==> config.mk <==
export PLATFORM = sky130hd
export DESIGN_NAME = pc_fetch_flat
export DESIGN_NICKNAME = d
export VERILOG_FILES = /design/src/rtl/br_pkg.sv /design/src/rtl/pc_fetch_if.sv /design/src/rtl/pc_target.sv /design/src/rtl/pc_fetch.sv /design/src/flat_wrapper.sv
export SDC_FILE = /design/constraint.sdc
export NUM_CORES = 1
export LEC_CHECK = 0
export ABC_AREA = 1
export ABC_CLOCK_PERIOD_IN_PS = 3350
export CELL_PAD_IN_SITES_DETAIL_PLACEMENT = 1
export CELL_PAD_IN_SITES_GLOBAL_PLACEMENT = 1
export CORE_ASPECT_RATIO = 1.1
export CORE_MARGIN = 4
export CORE_UTILIZATION = 30
export DETAILED_ROUTE_END_ITERATION = 12
export GPL_ROUTABILITY_DRIVEN = 1
export PLACE_DENSITY_LB_ADDON = 0.1
export SYNTH_ARGS = -nofsm -noshare
export SYNTH_HDL_FRONTEND = slang
export SYNTH_SLANG_ARGS = --single-unit
==> constraint.sdc <==
create_clock -name clk -period 3.35 [get_ports clk]
set_clock_uncertainty 0.15 [all_clocks]
set_input_delay 0.67 -clock clk [delete_from_list [all_inputs] [get_ports clk]]
set_output_delay 0.67 -clock clk [all_outputs]
set_load 0.01 [all_outputs]
==> src/rtl/br_pkg.sv <==
// ---------------------------------------------------------------------------
// br_pkg
// Shared definitions for the fetch / branch-resolution slice:
//   - bruop_e        : encodings of the resolving instruction's branch op
//   - fetchState_e   : states of the pc_fetch controller
//   - RESET_PC_DEFAULT : default first fetch address after reset
// ---------------------------------------------------------------------------
package br_pkg;

  typedef enum logic [2:0] {
    BR_EQ   = 3'd0,
    BR_NE   = 3'd1,
    BR_LT   = 3'd2,
    BR_GE   = 3'd3,
    BR_JAL  = 3'd4,
    BR_JALR = 3'd5,
    BR_OFF  = 3'd7
  } bruop_e;

  typedef enum logic [1:0] {
    ST_RUN  = 2'd0,
    ST_HOLD = 2'd1,
    ST_TRAP = 2'd2
  } fetchState_e;

  localparam logic [31:0] RESET_PC_DEFAULT = 32'h0000_0000;

endpackage

==> src/rtl/pc_fetch_if.sv <==
// ---------------------------------------------------------------------------
// pc_fetch_if
// Instruction-memory handshake between the fetch unit and instruction memory.
//   req   : fetch request (fetch -> memory)
//   addr  : fetch address (fetch -> memory)
//   ack   : request accepted, rdata valid in the same cycle (memory -> fetch)
//   rdata : instruction word (memory -> fetch)
// Modports: master = fetch side, slave = memory side.
// ---------------------------------------------------------------------------
interface pc_fetch_if;

  logic        req;
  logic [31:0] addr;
  logic        ack;
  logic [31:0] rdata;

  modport master (output req, output addr, input ack, input rdata);
  modport slave  (input req, input addr, output ack, output rdata);

endinterface

==> src/rtl/pc_target.sv <==
// ---------------------------------------------------------------------------
// pc_target
// Purely combinational redirect-target computation.
//   i_bruop    : op of the resolving instruction (JALR selects the rs1 base)
//   i_brPc     : PC of the resolving instruction
//   i_imm      : sign-extended offset
//   i_rs1      : rs1 value used by JALR
//   o_target   : redirect target address
//   o_misalign : target is not 4-byte aligned (bit 1 set)
// ---------------------------------------------------------------------------
module pc_target
  import br_pkg::*;
(
  input  logic [2:0]  i_bruop,
  input  logic [31:0] i_brPc,
  input  logic [31:0] i_imm,
  input  logic [31:0] i_rs1,
  output logic [31:0] o_target,
  output logic        o_misalign
);

  logic [31:0] w_base;
  logic [31:0] w_sum;

  // JALR adds to rs1 and drops bit 0; all other ops are PC-relative.
  always_comb begin
    w_base   = (i_bruop == BR_JALR) ? i_rs1 : i_brPc;
    w_sum    = w_base + i_imm;
    o_target = (i_bruop == BR_JALR) ? (w_sum & ~32'h1) : w_sum;
  end

  // Bit 0 is either cleared (JALR) or irrelevant to word fetch; bit 1 is
  // what makes a target unfetchable.
  assign o_misalign = o_target[1];

endmodule

==> src/rtl/pc_fetch.sv <==
// ---------------------------------------------------------------------------
// pc_fetch
// Program counter plus a one-entry fetch buffer with branch redirect.
//   RESET_PC       : first fetch address after reset
//   clk, rst       : clock, asynchronous active-high reset
//   doBranch       : branch taken (qualified by br_valid)
//   br_valid       : branch/jump resolution valid this cycle
//   BRUOP          : op of the resolving instruction
//   br_pc, imm, rs1: operands for the redirect target
//   stall          : downstream not consuming; buffer holds
//   imem           : instruction-memory handshake (master side)
//   if_valid/if_instr/if_pc : fetch buffer contents
//   flush          : combinational, high in a redirect cycle
//   misalign       : sticky, set on a misaligned redirect target
// ---------------------------------------------------------------------------
module pc_fetch
  import br_pkg::*;
#(
  parameter logic [31:0] RESET_PC = RESET_PC_DEFAULT
) (
  input  logic        clk,
  input  logic        rst,
  input  logic        doBranch,
  input  logic        br_valid,
  input  logic [2:0]  BRUOP,
  input  logic [31:0] br_pc,
  input  logic [31:0] imm,
  input  logic [31:0] rs1,
  input  logic        stall,
  pc_fetch_if.master  imem,
  output logic        if_valid,
  output logic [31:0] if_instr,
  output logic [31:0] if_pc,
  output logic        flush,
  output logic        misalign
);

  fetchState_e r_state;
  fetchState_e w_stateNext;

  logic [31:0] r_pc;
  logic        r_ifValid;
  logic [31:0] r_ifInstr;
  logic [31:0] r_ifPc;
  logic        r_misalign;

  logic [31:0] w_target;
  logic        w_tgtMisalign;
  logic        w_redirect;
  logic        w_req;
  logic        w_accept;

  pc_target u_pcTarget (
    .i_bruop   (BRUOP),
    .i_brPc    (br_pc),
    .i_imm     (imm),
    .i_rs1     (rs1),
    .o_target  (w_target),
    .o_misalign(w_tgtMisalign)
  );

  // Once trapped, further resolutions are ignored until reset.
  assign w_redirect = br_valid && doBranch && (r_state != ST_TRAP);
  assign w_accept   = w_req && imem.ack && !w_redirect;

  // State register for the fetch controller.
  always_ff @(posedge clk or posedge rst) begin
    if (rst) begin
      r_state <= ST_RUN;
    end else begin
      r_state <= w_stateNext;
    end
  end

  // Next-state and request logic. The request is gated by rst so that it
  // drops immediately when reset is asserted mid-request. Redirect overrides
  // every other transition.
  always_comb begin
    w_stateNext = r_state;
    w_req       = 1'b0;
    if (!rst) begin
      case (r_state)
        ST_RUN: begin
          w_req = !(r_ifValid && stall);
          if (w_req && imem.ack && stall) begin
            w_stateNext = ST_HOLD;
          end
        end
        ST_HOLD: begin
          if (!stall) begin
            w_stateNext = ST_RUN;
          end
        end
        ST_TRAP: begin
          w_stateNext = ST_TRAP;
        end
        default: begin
          w_stateNext = ST_RUN;
        end
      endcase
      if (w_redirect) begin
        w_stateNext = w_tgtMisalign ? ST_TRAP : ST_RUN;
      end
    end
  end

  // PC and fetch buffer. A redirect squashes the buffer and discards any
  // same-cycle ack; an accept may overwrite a draining buffer so back-to-back
  // fetches run without a bubble.
  always_ff @(posedge clk or posedge rst) begin
    if (rst) begin
      r_pc       <= RESET_PC;
      r_ifValid  <= 1'b0;
      r_ifInstr  <= 32'h0;
      r_ifPc     <= 32'h0;
      r_misalign <= 1'b0;
    end else begin
      if (w_redirect) begin
        r_ifValid <= 1'b0;
        if (w_tgtMisalign) begin
          r_misalign <= 1'b1;
        end else begin
          r_pc <= w_target;
        end
      end else if (r_state == ST_TRAP) begin
        r_ifValid <= 1'b0;
      end else if (w_accept) begin
        r_ifInstr <= imem.rdata;
        r_ifPc    <= r_pc;
        r_ifValid <= 1'b1;
        r_pc      <= r_pc + 32'd4;
      end else if (r_ifValid && !stall) begin
        r_ifValid <= 1'b0;
      end
    end
  end

  assign imem.req  = w_req;
  assign imem.addr = r_pc;
  assign if_valid  = r_ifValid;
  assign if_instr  = r_ifInstr;
  assign if_pc     = r_ifPc;
  assign flush     = w_redirect;
  assign misalign  = r_misalign;

endmodule

==> src/flat_wrapper.sv <==
// flat-port wrapper written by rule: the top's interface ports become plain ports
module pc_fetch_flat import br_pkg::*;
#(
  parameter logic [31:0] RESET_PC = RESET_PC_DEFAULT
)
  (clk, rst, doBranch, br_valid, BRUOP, br_pc, imm, rs1, stall, if_valid, if_instr, if_pc, flush, misalign, imem_req, imem_addr, imem_ack, imem_rdata);
  pc_fetch_if imem_i ();
  input  logic clk;
  input  logic rst;
  input  logic doBranch;
  input  logic br_valid;
  input  logic [2:0] BRUOP;
  input  logic [31:0] br_pc;
  input  logic [31:0] imm;
  input  logic [31:0] rs1;
  input  logic stall;
  output logic if_valid;
  output logic [31:0] if_instr;
  output logic [31:0] if_pc;
  output logic flush;
  output logic misalign;
  output wire logic [$bits(imem_i.req)-1:0] imem_req;
  output wire logic [$bits(imem_i.addr)-1:0] imem_addr;
  input wire logic [$bits(imem_i.ack)-1:0] imem_ack;
  input wire logic [$bits(imem_i.rdata)-1:0] imem_rdata;
  assign imem_req = imem_i.req;
  assign imem_addr = imem_i.addr;
  assign imem_i.ack = imem_ack;
  assign imem_i.rdata = imem_rdata;
  pc_fetch #(.RESET_PC(RESET_PC)) u_core (.clk(clk), .rst(rst), .doBranch(doBranch), .br_valid(br_valid), .BRUOP(BRUOP), .br_pc(br_pc), .imm(imm), .rs1(rs1), .stall(stall), .imem(imem_i), .if_valid(if_valid), .if_instr(if_instr), .if_pc(if_pc), .flush(flush), .misalign(misalign));
endmodule
==> impl_metrics.csv, run 1 <==
group,metric,value,unit
clock_network,cts.clk_slew.worst_paths,0.08,ns
setup_path,critPathMaxStageDelay,0.44,ns
clock_network,cts_buffers,9,
sta,finalMaxSlewViolations,0,
setup_path,critPathTopFamily,"buffers and inverters",
yosys,yosys_warnings,0,
placed_design,hpwl,21.10,mm
power,p_leak,5.274,nW
sta,fmax,0.3131,GHz
setup_path,crit_buf_inv,6,
setup_path,worstReg2RegStart,"u_core.imem.addr[2]",
setup_path,cp_cell_sequence,"clkdlybuf4s50_1, nand3b_1, buf_6, buf_6, mux2_2, ha_4, nand2_1, inv_1, nand2_1, inv_1, buf_4, nand2_1, nor2_1, nand2_2, nand3b_1, nand2_1, nand3_1, a21oi_1",
sta,period_share,95.33,%
placed_design,dp_slack,-0.3770,ns
placed_design,portBuffers,234,
power,irDropWorstVdd,242.4,uV
yosys,synth_ff_type,"dfrtp_1",
yosys,postSynthAreaPerCell,7.071,um^2
setup_path,start_kind,"input port",
setup_path,crit_type,"in2reg",
setup_path,reg2reg_setup_slack,1.13,ns
layout,final_common_cell,"nand2_1",
grt,antenna_found_initial,0,
floorplan,core_area,24400,um^2
layout,area_growth,51.37,%
yosys,synth_top_area_share,33.06,%
yosys,synth_area_leader_cell,"dfrtp_1",
clock_network,clkLatencyLatePin,0.35,ns
yosys,synth-edff-count,0,
grt,grt_pass1_vias,8126,
floorplan,initial_core_util,30.40,%
setup_path,r2r-end,"u_core.imem.addr[31]",
floorplan,io_pins,237,
route,final_antenna_net_count,0,
yosys,syn_inst,1049,
setup_path,endpoint,"u_core.imem.addr[25]",
clock_network,cts_tree,"done",
floorplan,fp.dieW,157.9,um
layout,layout-drive-gt1-share,17.28,%
floorplan,rows,60,
route,dr.pass1.iters,5,
sta,rsz0062_at_grt,"yes",
route,num_vias,7855,
setup_path,crit_path_end_kind,"flip-flop",
sta,tightest_slew,0.7854,ns
route,wire_per_inst,15.66,um
route,drtIter0Drc,237,
yosys,async_reset_ff_share,100.0,%
grt,gr-total-overflow,0,
yosys,ys_seq_area_share,33.06,%
setup_path,reg2reg_depth,9,
grt,grt_pass1_wl,41.18,mm
setup_path,cpMostUsedCell,"nand2_1",
sta,timing.final.crit_period,3.194,ns
hold_path,hp-class,"reg2reg",
sta,whs,0.3284,ns
route,wirelength,25.97,mm
clock_network,cts.sinks,98,
layout,nNetsFinal,1517,
setup_path,cp-startpoint,"BRUOP[1]",
setup_path,worstPathRequired,3.43,ns
power,power_density,627.9,nW/um^2
grt,grt_max_degree,99,
setup_path,cp_max_fo,8,
floorplan,die_h,172.9,um
placed_design,gp_congestion,0.8544,
sta,hold_viol_final,0,
setup_path,critPathSlowestCell,"clkdlybuf4s50_1",
yosys,ys_seq_elements,98,
sta,worst_slack,0.1564,ns
layout,final_cell_mix,"nand2_1, clkdlybuf4s50_1, inv_1, nor2_1, dfrtp_1",
grt,grt_util_all_layers,18.39,%
floorplan,die-area,27310,um^2
layout,antenna_cells,0,
run,cap_violations,0,
clock_network,htree_num_levels,3,
yosys,synth_area_leaders,"dfrtp_1, nand2_1, mux2_2",
sta,slew_headroom,47.16,%
sta,setup_violations,0,
setup_path,worstSetupPathDepth,18,
yosys,syn_area,7417,um^2
setup_path,arrival,3.27,ns
clock_network,clockBufferDepth,2,
yosys,yosys.cell_types.count,40,
clock_network,cts_root_buffer,"clkbuf_16",
outcome,outcome,"finished clean",
route,via_per_inst,4.738,
route,route.detailed.drc,0,
sequential cells by signal (all words and copies together), names as in the netlist:
signal / flops
u_core.if_instr: 32
u_core.if_pc: 31
u_core.if_valid: 1
u_core.imem.addr: 31
u_core.misalign: 1
u_core.r_state: 2
logic make-up (layout without fill, tap and decap cells):
logic type | Yosys count | in the layout | synth area share (%)
fa+ha+maj | 36 | 36 | 6.174
flops | 98 | 98 | 33.06
other cells | 1 | 2 | 0.05056
xor+xnor | 15 | 15 | 1.771
simple gates | 523 | 523 | 29.05
buf+inv | 174 | 472 | 9.598
mux | 69 | 69 | 10.48
compound gates | 133 | 133 | 9.818
layout make-up:
| type | instances | area (um^2) |
|---|---|---|
| clock buffers | 9 | 225.2 |
| well taps | 310 | 387.9 |
| repair buffers | 309 | 2979 |
| multi-input cells | 778 | 4549 |
| inverters | 148 | 559.3 |
| clock inverters | 6 | 73.82 |
| flip-flops and latches | 98 | 2452 |
| fillers | 3047 | 13170 |
Yosys cell counts (2+ instances only):
cell type	n
nor2_1	109
buf_2	11
nor3_1	18
mux2_2	67
nor2_4	2
mux2_1	2
buf_4	8
o21ai_1	4
inv_1	147
xor2_1	13
o21ai_0	21
nor2_2	6
a21o_1	2
nand3b_1	9
clkbuf_1	4
a21oi_1	87
a22oi_1	7
xnor2_1	2
buf_6	2
nand2_1	311
or2_2	2
nor4_1	2
dfrtp_1	98
nand4_1	7
ha_1	35
o21bai_1	5
nand3_1	55
worst min path at each step:
stage / to / cells after the start / slack [ns] / startpoint
global placement: u_core.misalign / 1 / 0.31 / u_core.misalign
detailed placement: u_core.misalign / 1 / 0.32 / u_core.misalign
global route: u_core.if_instr[27] / 1 / 0.36 / u_core.if_instr[27]
CTS: u_core.misalign / 1 / 0.34 / u_core.misalign
finish: u_core.misalign / 1 / 0.33 / u_core.misalign
floorplan: u_core.misalign / 1 / 0.36 / u_core.misalign
per-layer routing:
metal	up-vias	GRT usage [%]	wire, um
met2	183	31.92	12530
met5	-	0	0
met4	0	4.410	369
li1	3955	-	-
met1	3694	24.35	11920
met3	23	2.028	1154
per-stage QoR:
stage / total power, W / util [%] / area (um^2) / cells / TNS (ns)
2_1_floorplan: 0.003938 / - / 7425 / 1050 / 0
3_3_place_gp: 0.005879 / 43.43 / 10600 / 1641 / -7.381
3_5_place_dp: 0.005960 / 43.43 / 10600 / 1641 / -8.160
4_1_cts: 0.007072 / 44.67 / 10900 / 1656 / 0
5_1_grt: 0.007583 / 46.02 / 11230 / 1658 / -0.1146
6_report: 0.007049 / 46.02 / 11230 / 1658 / 0
where the power goes:
group	total, W	switching (W)	internal [W]
Sequential	0.00218	0.000457	0.00172
Clock	0.00107	0.000488	0.000586
Combinational	0.00379	0.00184	0.00196
Total	0.00705	0.00278	0.00427
worst register-to-register path, cell delays in order, from the launching register on:
cell and delay (ns):
dfrtp_1 0.44, nand3_1 0.23, nor2_2 0.21, inv_1 0.06, nor4_1 0.60, nand2_1 0.11, nand2_1 0.09, nand3_1 0.08
nand3_1 0.10, nand2_1 0.05
repair_timing:
item | CTS | global route
pin swaps | 0 | 7
resized for setup | 1 | 74
endpoints found under the setup margin | 1 | 26
hold buffers | 0 | 0
buffers inserted | 0 | 2
cloned | 0 | 0
No activity file was read; power rests on OpenSTA's default activity.
==> inputs of run 2 (changes only) <==
--- a/config.mk
+++ b/config.mk
@@ -18,3 +18,4 @@
 export SYNTH_ARGS = -nofsm -noshare
 export SYNTH_HDL_FRONTEND = slang
 export SYNTH_SLANG_ARGS = --single-unit
+export TNS_END_PERCENT = 30
==> impl_metrics.csv, run 2 (synthesized netlist as in run 1, its figures left out) <==
group,metric,value,unit
floorplan,core_area,24400,um^2
setup_path,cpMostUsedCell,"nand2_1",
sta,slew_headroom,47.93,%
layout,stdcell_area,11230,um^2
clock_network,htree_num_levels,3,
grt,grt_pass1_wl,41.18,mm
setup_path,critPathSlowestCell,"clkdlybuf4s50_1",
layout,layout-drive-gt1-share,17.28,%
floorplan,die-area,27310,um^2
clock_network,cts.clk_slew.worst_paths,0.08,ns
layout,area_growth,51.37,%
route,wirelength,25.95,mm
grt,grt_use_met1,24.35,%
route,final_antenna_net_count,0,
setup_path,cp_max_fo,8,
placed_design,gp_congestion,0.8544,
setup_path,reg2reg_setup_slack,1.15,ns
setup_path,cp_cell_sequence,"clkdlybuf4s50_1, nand3b_1, buf_6, buf_6, mux2_2, ha_1, buf_4, nand2_1, inv_1, nand2_1, nand2_1, nand2_1, nand3_4, nand2_2, nand3b_1, nand2_1, nand3_1, a21oi_1",
hold_path,min-delay-start,"u_core.misalign",
layout,final_cell_mix,"nand2_1, clkdlybuf4s50_1, inv_1, nor2_1, dfrtp_1",
layout,final_util,46.02,%
run,cap_violations,0,
hold_path,whs_path_depth,1,
power,power_density,627.9,nW/um^2
placed_design,hpwl,21.10,mm
sta,whs,0.3283,ns
sta,finalMaxSlewViolations,0,
floorplan,fp.dieW,157.9,um
floorplan,die_h,172.9,um
setup_path,critPathMaxStageDelay,0.44,ns
layout,final_common_cell,"nand2_1",
setup_path,cp-startpoint,"BRUOP[1]",
sta,tightest_slew,0.7739,ns
grt,antenna_found_initial,0,
floorplan,initial_core_util,30.40,%
grt,use_met3,2.028,%
layout,fill_cells,3047,
sta,rsz0062_at_grt,"yes",
sta,timing.final.crit_period,3.198,ns
clock_network,clkLatencyLatePin,0.35,ns
setup_path,crit_path_end_kind,"flip-flop",
sta,period_share,95.45,%
clock_network,clockBufferDepth,2,
grt,grt_util_all_layers,18.39,%
layout,multi_input_area,4549,um^2
route,wire_per_inst,15.65,um
grt,grt_max_degree,99,
setup_path,arrival,3.32,ns
placed_design,place_area,10600,um^2
power,p_leak,5.274,nW
layout,largest_reg_flops,32,
clock_network,cts_buffers,9,
placed_design,dp_slack,-0.3770,ns
setup_path,start_kind,"input port",
hold_path,hp-class,"reg2reg",
setup_path,crit_buf_inv,5,
layout,final-seq-area,2452,um^2
route,dr.pass1.iters,4,
power,irDropWorstVdd,242.5,uV
grt,grt.busiest_layer,"met2",
hold_path,whs_endpoint,"u_core.misalign",
setup_path,r2r-end,"u_core.imem.addr[31]",
placed_design,portBuffers,234,
grt,gr-total-overflow,0,
setup_path,worstReg2RegStart,"u_core.imem.addr[2]",
sta,setup_violations,0,
clock_network,cts_tree,"done",
sta,worst_slack,0.1525,ns
outcome,outcome,"finished clean",
setup_path,critPathTopFamily,"buffers and inverters",
layout,nNetsFinal,1517,
grt,grt_use_met2,31.92,%
clock_network,cts_root_buffer,"clkbuf_16",
route,via_per_inst,4.725,
layout,antenna_cells,0,
clock_network,cts-hold-fix-buffers,0,
floorplan,rows,60,
setup_path,worstPathRequired,3.47,ns
setup_path,reg2reg_depth,9,
clock_network,cts.sinks,98,
setup_path,crit_type,"in2reg",
grt,grt_pass1_vias,8126,
route,drtIter0Drc,208,
sta,hold_viol_final,0,
sta,fmax,0.3127,GHz
route,route.detailed.drc,0,
route,num_vias,7834,
floorplan,io_pins,237,
run 2: power by group:
group	internal (W)	switching, W	leakage [nW]
Clock	0.000586	0.000487	0.140
Sequential	0.00172	0.000458	1.12
Combinational	0.00196	0.00184	4.02
Total	0.00427	0.00278	5.27
run 2: how the worst max path moves through the flow:
stage	endpoint	slack [ns]	cells past startpoint
floorplan	u_core.imem.addr[22]	0.11	17
global placement	u_core.imem.addr[24]	-0.39	14
detailed placement	u_core.imem.addr[24]	-0.38	14
CTS	u_core.imem.addr[31]	0.002	16
global route	u_core.imem.addr[9]	-0.04	17
finish	u_core.imem.addr[25]	0.15	18
run 2: metal layers:
layer	part of all wire (%)	wire length, um
met5	0	0
met4	1.4	364
met3	4.1	1069
met2	48	12530
met1	46	11990
run 2: worst reg2reg max path, delay by kind of cell, from the launching register on:
| family | cells | cell delay, ns |
|---|---|---|
| AND/OR/NAND/NOR | 8 | 1.46 |
| flip-flops | 1 | 0.44 |
| buffers and inverters | 1 | 0.06 |
run 2: metrics by stage:
stage	setup TNS (ns)	instances	power, W
floorplan	0	1050	0.003938
global placement	-7.381	1641	0.005879
detailed placement	-8.160	1641	0.005960
CTS	0	1656	0.007072
global route	-0.1146	1658	0.007583
finish	0	1658	0.007049
run 2: final cells by class:
| type | count | share of cell area [%] |
|---|---|---|
| Clock buffer | 9 | 2.006 |
| Tap cell | 310 | 3.455 |
| Timing Repair Buffer | 309 | 26.54 |
| Inverter | 148 | 4.982 |
| Multi-Input combinational cell | 778 | 40.52 |
| Sequential cell | 98 | 21.84 |
| Clock inverter | 6 | 0.6575 |
run 2: timing repair:
item,CTS,global route
setup endpoints to repair,1,26
resized for setup,1,74
pin swaps,0,7
setup buffers,0,2
